`config.mk`:
```
export PLATFORM = sky130hd
export DESIGN_NAME = mc_control_unit
export DESIGN_NICKNAME = d
export VERILOG_FILES = /design/src/rtl/mc_control_unit_pkg.sv /design/src/rtl/mc_control_unit_alu_ctrl_decode.sv /design/src/rtl/mc_control_unit.sv
export SDC_FILE = /design/constraint.sdc
export NUM_CORES = 1
export LEC_CHECK = 0
export CORE_MARGIN = 2
export CORE_UTILIZATION = 33
export DETAILED_ROUTE_END_ITERATION = 8
export GPL_TIMING_DRIVEN = 0
export PLACE_DENSITY_LB_ADDON = 0.2
export SYNTH_ARGS = -nofsm -noshare
export SYNTH_HDL_FRONTEND = slang
export SYNTH_SLANG_ARGS = --single-unit
```
`constraint.sdc`:
```
create_clock -name clk -period 4.3 [get_ports clk]
set_input_delay 0.86 -clock clk [delete_from_list [all_inputs] [get_ports clk]]
set_output_delay 0.86 -clock clk [all_outputs]
set_load 0.02 [all_outputs]
```
`src/rtl/mc_control_unit_pkg.sv`:
```
// Shared definitions for the multi-cycle RV32I control unit: FSM state
// encodings, opcode constants, ALU operation encodings, datapath mux select
// constants and the packed bundle of control outputs.
package mc_control_unit_pkg;

    // Control FSM states, one per instruction phase plus the absorbing HALT.
    typedef enum logic [2:0] {
        S_IF   = 3'd0,
        S_ID   = 3'd1,
        S_EX   = 3'd2,
        S_MEM  = 3'd3,
        S_WB   = 3'd4,
        S_HALT = 3'd5
    } state_t;

    // RV32I major opcodes handled by the sequencer.
    localparam logic [6:0] OP_R      = 7'h33;
    localparam logic [6:0] OP_I      = 7'h13;
    localparam logic [6:0] OP_LOAD   = 7'h03;
    localparam logic [6:0] OP_STORE  = 7'h23;
    localparam logic [6:0] OP_BRANCH = 7'h63;
    localparam logic [6:0] OP_JAL    = 7'h6F;
    localparam logic [6:0] OP_JALR   = 7'h67;

    localparam logic [31:0] INSN_ECALL = 32'h0000_0073;

    // ALU operation encodings. ALU_ZERO yields 0 / never-taken for branches.
    localparam logic [3:0] ALU_ADD  = 4'd0;
    localparam logic [3:0] ALU_SUB  = 4'd1;
    localparam logic [3:0] ALU_SLL  = 4'd2;
    localparam logic [3:0] ALU_XOR  = 4'd3;
    localparam logic [3:0] ALU_SRL  = 4'd4;
    localparam logic [3:0] ALU_OR   = 4'd5;
    localparam logic [3:0] ALU_AND  = 4'd6;
    localparam logic [3:0] ALU_ZERO = 4'd7;
    localparam logic [3:0] ALU_BEQ  = 4'd8;
    localparam logic [3:0] ALU_BNE  = 4'd9;
    localparam logic [3:0] ALU_BLT  = 4'd10;
    localparam logic [3:0] ALU_BGE  = 4'd11;

    // Datapath mux selects.
    localparam logic [1:0] ALU_SRC_A_PC     = 2'd0;
    localparam logic [1:0] ALU_SRC_A_OLD_PC = 2'd1;
    localparam logic [1:0] ALU_SRC_A_RS1    = 2'd2;
    localparam logic [1:0] ALU_SRC_B_RS2    = 2'd0;
    localparam logic [1:0] ALU_SRC_B_IMM    = 2'd1;
    localparam logic [1:0] ALU_SRC_B_FOUR   = 2'd2;
    localparam logic       PC_SRC_ALU       = 1'b0;
    localparam logic       PC_SRC_ALUOUT    = 1'b1;
    localparam logic [1:0] WB_SEL_ALUOUT    = 2'd0;
    localparam logic [1:0] WB_SEL_MDR       = 2'd1;
    localparam logic [1:0] WB_SEL_PC        = 2'd2;

    // All control outputs except alu_op, so they can be cleared as one unit.
    typedef struct packed {
        logic [1:0] alu_src_a;
        logic [1:0] alu_src_b;
        logic       pc_write;
        logic       pc_src;
        logic       ir_write;
        logic       i_or_d;
        logic       mem_read;
        logic       mem_write;
        logic       reg_write;
        logic [1:0] wb_sel;
        logic       retire;
        logic       halted;
    } ctrl_t;

    function automatic logic is_load(input logic [6:0] opcode);
        return (opcode == OP_LOAD);
    endfunction

endpackage

```
`src/rtl/mc_control_unit_alu_ctrl_decode.sv`:
```
// ALU control decode: maps (opcode, funct3, ir[30]) to an ALU operation.
//   opcode    in  7  instruction major opcode
//   funct3    in  3  instruction funct3 field
//   funct7_b5 in  1  ir[30], selects SUB for R-type funct3=000
//   alu_op    out ALU_OP_W  ALU operation
module mc_control_unit_alu_ctrl_decode
    import mc_control_unit_pkg::*;
#(
    parameter int ALU_OP_W = 4
) (
    input  logic [6:0]          opcode,
    input  logic [2:0]          funct3,
    input  logic                funct7_b5,
    output logic [ALU_OP_W-1:0] alu_op
);

    // Branch compares use their own op set; everything else is arithmetic.
    always_comb begin
        alu_op = ALU_OP_W'(ALU_ZERO);
        if (opcode == OP_BRANCH) begin
            case (funct3)
                3'b000:  alu_op = ALU_OP_W'(ALU_BEQ);
                3'b001:  alu_op = ALU_OP_W'(ALU_BNE);
                3'b100:  alu_op = ALU_OP_W'(ALU_BLT);
                3'b101:  alu_op = ALU_OP_W'(ALU_BGE);
                default: alu_op = ALU_OP_W'(ALU_ZERO);
            endcase
        end else begin
            case (funct3)
                3'b000: begin
                    // ir[30] only means SUB for register-register ops; ADDI ignores it.
                    if ((opcode == OP_R) && funct7_b5) begin
                        alu_op = ALU_OP_W'(ALU_SUB);
                    end else begin
                        alu_op = ALU_OP_W'(ALU_ADD);
                    end
                end
                3'b001:  alu_op = ALU_OP_W'(ALU_SLL);
                3'b100:  alu_op = ALU_OP_W'(ALU_XOR);
                3'b101:  alu_op = ALU_OP_W'(ALU_SRL);
                3'b110:  alu_op = ALU_OP_W'(ALU_OR);
                3'b111:  alu_op = ALU_OP_W'(ALU_AND);
                default: alu_op = ALU_OP_W'(ALU_ZERO);
            endcase
        end
    end

endmodule

```
`src/rtl/mc_control_unit.sv`:
```
// Multi-cycle RV32I control FSM. Sequences IF/ID/EX/MEM/WB, drives the ALU
// op and operand selects, PC/IR/regfile/memory enables, and stalls on
// mem_ready. Outputs are combinational from state, ir, alu_bcond, mem_ready
// and are all held at 0 while reset_n is low.
//   clk, reset_n            clock, async active-low reset
//   ir, alu_bcond, mem_ready instruction, branch result, memory handshake
//   alu_op, alu_src_a/b     ALU control
//   pc_write, pc_src, ir_write, i_or_d, mem_read, mem_write, reg_write, wb_sel
//                           datapath control
//   retire, halted          last-cycle pulse, sticky halt flag
module mc_control_unit
    import mc_control_unit_pkg::*;
#(
    parameter int ALU_OP_W      = 4,
    parameter bit HALT_ON_ECALL = 1'b1
) (
    input  logic                clk,
    input  logic                reset_n,
    input  logic [31:0]         ir,
    input  logic                alu_bcond,
    input  logic                mem_ready,
    output logic [ALU_OP_W-1:0] alu_op,
    output logic [1:0]          alu_src_a,
    output logic [1:0]          alu_src_b,
    output logic                pc_write,
    output logic                pc_src,
    output logic                ir_write,
    output logic                i_or_d,
    output logic                mem_read,
    output logic                mem_write,
    output logic                reg_write,
    output logic [1:0]          wb_sel,
    output logic                retire,
    output logic                halted
);

    state_t                state_r;
    state_t                state_next_s;
    logic [6:0]            opcode_s;
    logic [ALU_OP_W-1:0]   decode_op_s;
    logic [ALU_OP_W-1:0]   alu_op_s;
    ctrl_t                 ctrl_s;
    ctrl_t                 ctrl_gated_s;

    assign opcode_s = ir[6:0];

    mc_control_unit_alu_ctrl_decode #(
        .ALU_OP_W (ALU_OP_W)
    ) u_alu_ctrl_decode (
        .opcode    (opcode_s),
        .funct3    (ir[14:12]),
        .funct7_b5 (ir[30]),
        .alu_op    (decode_op_s)
    );

    // State register.
    always_ff @(posedge clk or negedge reset_n) begin
        if (!reset_n) begin
            state_r <= S_IF;
        end else begin
            state_r <= state_next_s;
        end
    end

    // Next-state and control output decode.
    always_comb begin
        state_next_s = state_r;
        alu_op_s     = ALU_OP_W'(ALU_ADD);
        ctrl_s       = '0;
        case (state_r)
            S_IF: begin
                ctrl_s.mem_read  = 1'b1;
                ctrl_s.i_or_d    = 1'b0;
                ctrl_s.alu_src_a = ALU_SRC_A_PC;
                ctrl_s.alu_src_b = ALU_SRC_B_FOUR;
                ctrl_s.pc_src    = PC_SRC_ALU;
                if (mem_ready) begin
                    ctrl_s.ir_write = 1'b1;
                    ctrl_s.pc_write = 1'b1;
                    state_next_s    = S_ID;
                end else begin
                    state_next_s    = S_IF;
                end
            end
            S_ID: begin
                // OLD_PC+IMM lands in ALUOut as the branch/JAL target.
                ctrl_s.alu_src_a = ALU_SRC_A_OLD_PC;
                ctrl_s.alu_src_b = ALU_SRC_B_IMM;
                if (ir == INSN_ECALL) begin
                    if (HALT_ON_ECALL) begin
                        state_next_s  = S_HALT;
                    end else begin
                        ctrl_s.retire = 1'b1;
                        state_next_s  = S_IF;
                    end
                end else begin
                    state_next_s = S_EX;
                end
            end
            S_EX: begin
                case (opcode_s)
                    OP_R: begin
                        alu_op_s         = decode_op_s;
                        ctrl_s.alu_src_a = ALU_SRC_A_RS1;
                        ctrl_s.alu_src_b = ALU_SRC_B_RS2;
                        state_next_s     = S_WB;
                    end
                    OP_I: begin
                        alu_op_s         = decode_op_s;
                        ctrl_s.alu_src_a = ALU_SRC_A_RS1;
                        ctrl_s.alu_src_b = ALU_SRC_B_IMM;
                        state_next_s     = S_WB;
                    end
                    OP_LOAD, OP_STORE: begin
                        ctrl_s.alu_src_a = ALU_SRC_A_RS1;
                        ctrl_s.alu_src_b = ALU_SRC_B_IMM;
                        state_next_s     = S_MEM;
                    end
                    OP_BRANCH: begin
                        // Target already in ALUOut; the ALU is free for the compare.
                        alu_op_s         = decode_op_s;
                        ctrl_s.alu_src_a = ALU_SRC_A_RS1;
                        ctrl_s.alu_src_b = ALU_SRC_B_RS2;
                        ctrl_s.pc_write  = alu_bcond;
                        ctrl_s.pc_src    = PC_SRC_ALUOUT;
                        ctrl_s.retire    = 1'b1;
                        state_next_s     = S_IF;
                    end
                    OP_JAL: begin
                        // PC already holds PC+4, which is the link value.
                        ctrl_s.pc_write  = 1'b1;
                        ctrl_s.pc_src    = PC_SRC_ALUOUT;
                        ctrl_s.reg_write = 1'b1;
                        ctrl_s.wb_sel    = WB_SEL_PC;
                        ctrl_s.retire    = 1'b1;
                        state_next_s     = S_IF;
                    end
                    OP_JALR: begin
                        ctrl_s.alu_src_a = ALU_SRC_A_RS1;
                        ctrl_s.alu_src_b = ALU_SRC_B_IMM;
                        ctrl_s.pc_write  = 1'b1;
                        ctrl_s.pc_src    = PC_SRC_ALU;
                        ctrl_s.reg_write = 1'b1;
                        ctrl_s.wb_sel    = WB_SEL_PC;
                        ctrl_s.retire    = 1'b1;
                        state_next_s     = S_IF;
                    end
                    default: begin
                        // Unknown opcode retires as a NOP; PC advanced in IF.
                        ctrl_s.retire = 1'b1;
                        state_next_s  = S_IF;
                    end
                endcase
            end
            S_MEM: begin
                ctrl_s.i_or_d    = 1'b1;
                ctrl_s.mem_read  = is_load(opcode_s);
                ctrl_s.mem_write = !is_load(opcode_s);
                if (mem_ready) begin
                    if (is_load(opcode_s)) begin
                        state_next_s  = S_WB;
                    end else begin
                        ctrl_s.retire = 1'b1;
                        state_next_s  = S_IF;
                    end
                end else begin
                    state_next_s = S_MEM;
                end
            end
            S_WB: begin
                ctrl_s.reg_write = 1'b1;
                ctrl_s.wb_sel    = is_load(opcode_s) ? WB_SEL_MDR : WB_SEL_ALUOUT;
                ctrl_s.retire    = 1'b1;
                state_next_s     = S_IF;
            end
            S_HALT: begin
                ctrl_s.halted = 1'b1;
                state_next_s  = S_HALT;
            end
            default: begin
                state_next_s = S_IF;
            end
        endcase
    end

    // Reset gating makes every output 0 the moment reset_n falls.
    assign ctrl_gated_s = reset_n ? ctrl_s : '0;
    assign alu_op       = reset_n ? alu_op_s : '0;
    assign alu_src_a    = ctrl_gated_s.alu_src_a;
    assign alu_src_b    = ctrl_gated_s.alu_src_b;
    assign pc_write     = ctrl_gated_s.pc_write;
    assign pc_src       = ctrl_gated_s.pc_src;
    assign ir_write     = ctrl_gated_s.ir_write;
    assign i_or_d       = ctrl_gated_s.i_or_d;
    assign mem_read     = ctrl_gated_s.mem_read;
    assign mem_write    = ctrl_gated_s.mem_write;
    assign reg_write    = ctrl_gated_s.reg_write;
    assign wb_sel       = ctrl_gated_s.wb_sel;
    assign retire       = ctrl_gated_s.retire;
    assign halted       = ctrl_gated_s.halted;

endmodule

```
==> results.sh, run 1 <==
export IMPL_status="finished, final reports clean"
export IMPL_hold_violations=0
export IMPL_hold_depth=3
export IMPL_required_ns=3.44
export IMPL_synth_cells=91
export IMPL_cpMaxStageDelayCell="clkdlybuf4s50_1"
export IMPL_stdcell_count=173
export IMPL_cts_resized=0
export IMPL_min_path_type="reg2reg"
export IMPL_port_buffers=53
export IMPL_avgSynthCellArea_um2=6.89
export IMPL_ys_flop_type="dfrtp_1"
export IMPL_drc=0
export IMPL_die_area_um2=2260
export IMPL_core_um2=1760
export IMPL_final_setup_tns_ns=0
export IMPL_yosys_register_bits=3
export IMPL_seq_area_frac_synth_pct=12.0
export IMPL_seqPwrFrac_pct=13.8
export IMPL_synth_area_leader_cell="dfrtp_1"
export IMPL_post_place_cells=169
export IMPL_viasPerCell=5.46
export IMPL_yosysTopAreaCellShare_pct=12.0
export IMPL_globalplace_congestion=0.873
export IMPL_worstSetupPathType="in2out"
export IMPL_utilization_pct=68.9
export IMPL_vias=945
export IMPL_path_clk_slew_ns=0.04
export IMPL_cts_hold_buf=0
export IMPL_cts_tree="built"
export IMPL_hpwl_mm=1.80
export IMPL_p_clk_share_pct=15.6
export IMPL_crit_top_cell="clkdlybuf4s50_1"
export IMPL_grt_start_max_net_pins=11
export IMPL_drive_above_1_share_pct=9.46
export IMPL_clock_path_buffers=2
export IMPL_cp_max_fo=9
export IMPL_tightest_slew_ns=0.334
export IMPL_period_minus_slack_ns=4.03
export IMPL_pin_count=55
export IMPL_drtIter0Drc=43
export IMPL_worstSetupEndpointType="output pin"
export IMPL_syn_cell_area_um2=627
export IMPL_arrival_ns=3.17
export IMPL_fin_hold_ws_ns=0.688
export IMPL_fmax_mhz=248
export IMPL_combPwrFrac_pct=70.6
export IMPL_grt_pass1_wl_mm=3.46
export IMPL_crit_chain="clkdlybuf4s50_1 > nor2b_1 > nand2_1 > a211o_1 > a221oi_1 > clkdlybuf4s50_1"
export IMPL_ir_drop_uv=192
export IMPL_final_cell_mix="clkdlybuf4s50_1, nor2_1, nand2_1, a21oi_1, nor3_1"
export IMPL_drtAntennaViolNets=0
export IMPL_setup_viol=0
export IMPL_p_leak_nw=0.423
export IMPL_largest_reg_flops=3
export IMPL_start_util_pct=35.5
export IMPL_final_common_cell="clkdlybuf4s50_1"
export IMPL_fin_skew_ns=0.00689
export IMPL_grt_pass1_vias=891
export IMPL_clock_sinks=3
export IMPL_ys_types=39
export IMPL_r2r_end="state_r[1]"
export IMPL_stdcell_area_um2=1210
export IMPL_die_w_um=47.6
export IMPL_rr_worst_depth=3
export IMPL_finalCritPeriodShare_pct=93.6
export IMPL_maxCapViolCount=0
export IMPL_power_switching_uw=143
export IMPL_clock_latency_ns=0.25
export IMPL_htree_levels=1
export IMPL_crit_start="reset_n"
export IMPL_power_density_nw_per_um2=277
export IMPL_cts_root_buf="clkbuf_4"
export IMPL_p_int_uw=194
export IMPL_relSlewSlack_pct=77.5
export IMPL_synth_fp_nets=127
export IMPL_rr_startpoint="state_r[0]"
export IMPL_antenna_found_initial=0
export IMPL_rsz0062_at_grt="no"
export IMPL_async_flop_share_pct=100
export IMPL_numCtsBuffers=3
export IMPL_rrSetupSlack_ns=3.13
export IMPL_cp_endpoint="alu_op[0]"
export IMPL_overflow=0
export IMPL_switching_share_pct=42.5
export IMPL_die_y_um=47.6
export IMPL_drv_slew=0
export IMPL_post_dp_cell_area_um2=1190
export IMPL_synth_edf_count=0
export IMPL_crit_path_max_incr_delay_ns=0.67
export IMPL_grt_usage_pct=21.3
export IMPL_startpoint_type="primary input"
export IMPL_cts_setup_buffers=0
export IMPL_dr_pass1_iters=4
export IMPL_post_drt_wl_per_cell_um=12.6
export IMPL_fill_cells=172
export IMPL_routed_wirelength_mm=2.18
export IMPL_syn2layout_area_growth_pct=93.8
export IMPL_synth_area_top_cells="dfrtp_1, a21oi_1, nor2_1"
export IMPL_reg_top3="state_r (3)"
export IMPL_fin_nets=185
export IMPL_yosys_warnings=0
export IMPL_n_antenna_cell=0
export IMPL_regMostFlops="state_r"
export IMPL_fp_row_count=15
-- layout make-up --
type | instances | area (um2) | area share [%]
flip-flops and latches | 3 | 75.1 | 6.18
plain buffers | 4 | 30.0 | 2.47
well taps | 25 | 31.3 | 2.57
multi-input cells | 81 | 510 | 42.0
repair buffers | 53 | 531 | 43.7
inverters | 3 | 11.3 | 0.927
clock buffers | 4 | 26.3 | 2.16
-- kinds of logic (layout without fill, tap and decap cells) --
logic type	Yosys count	after routing	share of synthesized area (%)
buffers and inverters	7	64	6.59
AND/OR/NAND/NOR	53	53	51.5
flip-flops	3	3	12.0
AO/OA/AOI/OAI	26	26	26.7
multiplexers	2	2	3.19
-- worst max-delay path, delay by kind of cell --
kind | cells | cell delay (ns)
buf+inv | 2 | 1.32
simple gates | 2 | 0.40
compound gates | 2 | 0.59
-- metrics by stage --
stage	worst slack (ns)	power, mW
after global placement	0.298	0.279
after detailed placement	0.315	0.284
after global routing	0.138	0.362
after CTS	0.274	0.339
final	0.273	0.337
after floorplan	1.23	0.183
-- worst min-delay path by stage --
stage               slack [ns]         end        from
CTS                       0.69  state_r[0]  state_r[1]
floorplan                 0.56  state_r[0]     reset_n
finish                    0.69  state_r[0]  state_r[1]
global placement          0.70  state_r[0]  state_r[1]
detailed placement        0.68  state_r[0]  state_r[1]
global route              0.77  state_r[0]  state_r[1]
-- cells in the mapped netlist (all sizes together), types with 3 or more instances --
cell type / n
nor2: 10
nor4: 5
nand3: 4
buf: 3
nor3: 6
inv: 3
o21ai: 4
dfrtp: 3
a31oi: 3
nand2: 7
nand2b: 3
nor2b: 4
a21oi: 7
-- power by group through the flow --
stage / Combinational, mW / Sequential, mW / Clock, mW
4_1_cts: 0.238 / 0.0466 / 0.0545
3_3_place_gp: 0.232 / 0.0466 / 0
6_report: 0.238 / 0.0465 / 0.0525
2_1_floorplan: 0.138 / 0.0449 / 0
3_5_place_dp: 0.237 / 0.0468 / 0
5_1_grt: 0.258 / 0.0487 / 0.0549
-- per-layer routing --
metal / global-route usage (%) / wire length [um] / up-vias
met5: 0 / 0 / -
met4: 10.8 / 22 / 0
met3: 2.64 / 173 / 2
met2: 38.1 / 1130 / 44
met1: 24.6 / 849 / 435
li1: - / - / 464
Note: power is estimated with default switching activity, not from simulation.
==> run 2, diff against run 1 <==
--- a/config.mk
+++ b/config.mk
@@ -10,6 +10,7 @@
 export DETAILED_ROUTE_END_ITERATION = 8
 export GPL_TIMING_DRIVEN = 0
 export PLACE_DENSITY_LB_ADDON = 0.2
+export SKIP_LAST_GASP = 1
 export SYNTH_ARGS = -nofsm -noshare
 export SYNTH_HDL_FRONTEND = slang
 export SYNTH_SLANG_ARGS = --single-unit
==> results of run 2 <==
Same layout as run 1: the final DEF is identical, and so are final timing and power.
